**config.mk**
```make
export PLATFORM = sky130hd
export DESIGN_NAME = chunk_serial_adder
export DESIGN_NICKNAME = d
export VERILOG_FILES = /design/src/rtl/chunk_serial_adder.sv
export SDC_FILE = /design/constraint.sdc
export NUM_CORES = 1
export LEC_CHECK = 0
export CORE_ASPECT_RATIO = 1.25
export CORE_MARGIN = 3
export CORE_UTILIZATION = 65
export CTS_BUF_LIST = sky130_fd_sc_hd__clkbuf_4 sky130_fd_sc_hd__clkbuf_8
export CTS_CLUSTER_DIAMETER = 200
export DETAILED_ROUTE_END_ITERATION = 10
export DONT_BUFFER_PORTS = 1
export PLACE_DENSITY = 0.81
export SETUP_SLACK_MARGIN = 0.02
export SYNTH_ARGS = -nofsm -noshare
export SYNTH_HDL_FRONTEND = slang
export SYNTH_SLANG_ARGS = --single-unit
```
**constraint.sdc**
```tcl
create_clock -name clk -period 5.85 [get_ports clk]
set_input_delay 0.585 -clock clk [delete_from_list [all_inputs] [get_ports clk]]
set_output_delay 0.585 -clock clk [all_outputs]
set_load 0.02 [all_outputs]
```
**src/rtl/chunk_serial_adder.sv**
```systemverilog
// Multi-cycle adder: adds WIDTH-bit operands plus carry-in DIGIT bits per clock,
// chaining a registered carry between chunks, with a start/busy/done handshake.
module chunk_serial_adder #(
  parameter int WIDTH = 16,
  parameter int DIGIT = 4
) (
  input  logic             clk,
  input  logic             rst,
  input  logic             start,
  input  logic [WIDTH-1:0] a,
  input  logic [WIDTH-1:0] b,
  input  logic             cin,
  output logic [WIDTH-1:0] sum,
  output logic             cout,
  output logic             overflow,
  output logic             busy,
  output logic             done
);

  localparam int N  = WIDTH / DIGIT;
  localparam int CW = (N > 1) ? $clog2(N) : 1;
  localparam logic [CW-1:0] LAST = CW'(N - 1);

  generate
    if (WIDTH < 1 || DIGIT < 1 || (WIDTH % DIGIT) != 0) begin : g_bad_params
      $error("chunk_serial_adder: DIGIT must divide WIDTH exactly");
    end
  endgenerate

  typedef enum logic {IDLE, RUN} state_t;

  state_t           state, state_next;
  logic [WIDTH-1:0] op_a, op_b, res, res_next;
  logic             carry;
  logic [CW-1:0]    cnt;
  logic [DIGIT-1:0] a_chunk, b_chunk;
  logic [DIGIT:0]   chunk_sum;
  logic             msb_carry_in;
  int               base;

  always_ff @(posedge clk) begin
    if (rst) state <= IDLE;
    else     state <= state_next;
  end

  always_comb begin
    state_next = state;
    case (state)
      IDLE:    if (start) state_next = RUN;
      RUN:     if (cnt == LAST) state_next = IDLE;
      default: state_next = IDLE;
    endcase
  end

  assign busy = (state == RUN);

  // One chunk of the ripple: the DIGIT+1 bit sum carries its top bit into the next cycle.
  always_comb begin
    base         = DIGIT * int'(cnt);
    a_chunk      = op_a[base +: DIGIT];
    b_chunk      = op_b[base +: DIGIT];
    chunk_sum    = {1'b0, a_chunk} + {1'b0, b_chunk} + {{DIGIT{1'b0}}, carry};
    res_next     = res;
    res_next[base +: DIGIT] = chunk_sum[DIGIT-1:0];
    msb_carry_in = a_chunk[DIGIT-1] ^ b_chunk[DIGIT-1] ^ chunk_sum[DIGIT-1];
  end

  always_ff @(posedge clk) begin
    if (rst) begin
      op_a     <= '0;
      op_b     <= '0;
      res      <= '0;
      carry    <= 1'b0;
      cnt      <= '0;
      sum      <= '0;
      cout     <= 1'b0;
      overflow <= 1'b0;
      done     <= 1'b0;
    end else begin
      done <= 1'b0;
      if (state == IDLE) begin
        if (start) begin
          op_a  <= a;
          op_b  <= b;
          carry <= cin;
          cnt   <= '0;
          res   <= '0;
        end
      end else begin
        res   <= res_next;
        carry <= chunk_sum[DIGIT];
        // Visible results only change here, so they hold through the whole next run.
        if (cnt == LAST) begin
          sum      <= res_next;
          cout     <= chunk_sum[DIGIT];
          overflow <= msb_carry_in ^ chunk_sum[DIGIT];
          done     <= 1'b1;
          cnt      <= '0;
        end else begin
          cnt <= cnt + 1'b1;
        end
      end
    end
  end

endmodule

```
==> metrics.txt <==
DP Wirelength 4414 um; Synth Instances 384; min Tclk post-route 3.273 ns; synth warn 0; largest net degree at the start of global routing 72; Worst Path Arrival 3.47 ns; Fillers 366; vias in the first global route 2,324; Clock power frac 0.443; io pins 56; WHS 0.2986 ns; Die Width 69.47 um; Switching Fraction 0.2285; fin util 0.7263; fraction of registers with async set or reset after synthesis 0; Cell variety after synth 36; Max IR drop VDD 0.2345 mV; Avg Cell Area, Syn 8.524 um^2; most crowded layer after global routing met2; RSZ-0062 raised after global routing false; top-count cell post-synth nand2_1; top cell type's share of synthesized area 0.4343; number of flops mapped to enable cells by yosys 0; FP Rows 28; fmax 305.6 MHz; Post-synth top cells 81 x nand2_1, 71 x dfxtp_1, 53 x a21oi_1, 35 x nor2_1, 16 x buf_2; P_sw 251.6 uW; Syn-to-layout area delta 6.498%; Placer Congestion 0.8557; gr ovfl total 0; pwr dens 315.8 nW/um^2; WL/cell 15.26 um; Crit Path Max Fanout 22; met1 Track Usage GR 0.2731; CTS sink cnt 71; Post-Route Setup TNS 0 ns; Die Y 85.34 um; post-synthesis sequential area ratio 0.4343; power share of the combinational group 0.092; Internal 849.3 uW; Slew @ Worst Pin 1.088 ns; Hold Vio Cnt, Final 0; biggest area consumer among synthesized cells dfxtp_1; Tightest Hold Check Type in2reg; drt total wl 6606 um; Post-Route Skew 0.005187 ns; hold buffer count at cts 0; critical path type reg2reg; CP startpoint kind flop; CP endpoint kind flop; fraction of layout cells with a size suffix above 1 0.09651; Max clock buf depth 2; ys flop type dfxtp_1; Clock H-tree levels 3; Seq pwr share 0.465; core area 4800 um^2; M2 GR Usage 0.3854; outcome finished, final reports clean; Clock Latency Late Sink 0.35 ns; DRC 0; Crit path required time 6.05 ns; Post-Syn Area 3273 um^2; Pwr Total 1.101 mW; 1st-pass router iterations 5; final setup fails 0; Slew HR 0.2742; Starting Density 0.6820; max_cap viols 0; period utilization 0.5594; Root Driver clkbuf_8; cts bufs inserted 9; initial drt markers 151; Worst-path clk slew 0.07 ns; fin nets 416; Final ANT Viol Nets 0; pins over their slew limit 0; first-pass GRT wire length 10,800 um; via count 2,617; post-CTS setup buffers 0; GR Util met3 0.06517; IO buf count 0; pre-CTS setup slack 2.573 ns; die area 5929 um^2; Yosys reg bits 71; drt via density 6.044; # diodes 0; Worst Slack Setup Final 2.577 ns; post-synth net total 431; antenna violations before repair 0; CTS tree built; Static Leak 1.236 nW; cts repair resizes 0; largest cells by area after synthesis dfxtp_1 43%, nand2_1 9.3%, a21oi_1 8.1%; Total Routing Usage GR 0.2296
[per-stage QoR]
step                      instances  cell area (um^2)
after floorplan                 384              3273
after global placement          418              3237
after detailed placement        418              3237
after CTS                       433              3486
after global routing            433              3486
final                           433              3486
[cell families after synthesis]
family          share of synthesized area
buf+inv                           0.05658
xor+xnor                         0.005353
fa+ha+maj                         0.04664
flops                              0.4342
simple gates                       0.2129
mux                               0.07951
compound gates                     0.1648
[final cells by class]
cell class	instances	area (um^2)	area share
Multi-Input combinational cell	271	1669	0.4788
Sequential cell	71	1421	0.4078
Clock buffer	12	158.9	0.04558
Clock inverter	3	90.09	0.02584
Tap cell	60	75.07	0.02154
Inverter	13	48.80	0.01400
Timing Repair Buffer	3	22.52	0.006461
[final timing paths]
path | from | end | slack [ns] | cells past startpoint
worst min-delay path | rst | op_b[3]$_SDFFE_PP0P_ | 0.30 | 1
worst max register to register | cnt[0]$_SDFFE_PP0P_ | overflow$_SDFFE_PP0P_ | 2.58 | 7
worst max-delay path | cnt[0]$_SDFFE_PP0P_ | overflow$_SDFFE_PP0P_ | 2.58 | 7
worst min register to register | op_a[9]$_SDFFE_PP0P_ | op_a[9]$_SDFFE_PP0P_ | 0.45 | 2
[layout by cell type, fill, tap and decap left out, drive strengths merged]
| cell type | netlist | layout |
|---|---|---|
| or3b | 3 | 3 |
| and4bb | 3 | 3 |
| clkbuf | 11 | 12 |
| a22oi | 2 | 2 |
| a21oi | 53 | 53 |
| nand3b | 1 | 1 |
| mux2i | 8 | 8 |
| and4b | 1 | 1 |
| and2 | 2 | 2 |
| o21ai | 4 | 4 |
| and4 | 2 | 2 |
| fa | 2 | 2 |
| inv | 13 | 13 |
| nor3 | 11 | 11 |
| a211oi | 12 | 12 |
| dfxtp | 71 | 71 |
| buf | 18 | 3 |
| a32oi | 4 | 4 |
| mux4 | 8 | 8 |
| ha | 9 | 9 |
| o22ai | 8 | 8 |
| a21o | 1 | 1 |
| xor2 | 2 | 2 |
| nor2 | 35 | 35 |
| nand2 | 81 | 81 |
| bufinv | 0 | 3 |
| a21boi | 2 | 2 |
| a311oi | 4 | 4 |
| nand3 | 1 | 1 |
| nor2b | 6 | 6 |
| nand2b | 4 | 4 |
| nand4 | 2 | 2 |
[worst max-delay path, stage by stage, from the launching register on]
cell      delay, ns
dfxtp_1        0.90
mux4_2         0.62
fa_1           0.45
fa_1           0.42
a21o_1         0.19
a21oi_1        0.26
xor2_1         0.20
a211oi_1       0.09
[power groups by stage]
stage / registers (mW) / clock network [mW] / logic (mW)
floorplan: 0.518 / 0 / 0.0935
global placement: 0.523 / 0 / 0.0985
detailed placement: 0.523 / 0 / 0.101
CTS: 0.512 / 0.489 / 0.101
global route: 0.514 / 0.512 / 0.113
finish: 0.512 / 0.487 / 0.102
[sequential cells by signal, summed over array words and instances, names as in the netlist]
signal	flops
op_b	16
done	1
overflow	1
sum	16
res	16
cout	1
op_a	16
cnt	2
busy	1
carry	1
[metal layers]
metal	part of all wire	wire length (um)
met1	0.43	2819
met5	0	0
met4	0.022	146
met2	0.49	3217
met3	0.064	422
(Power assumes the default switching activity.)
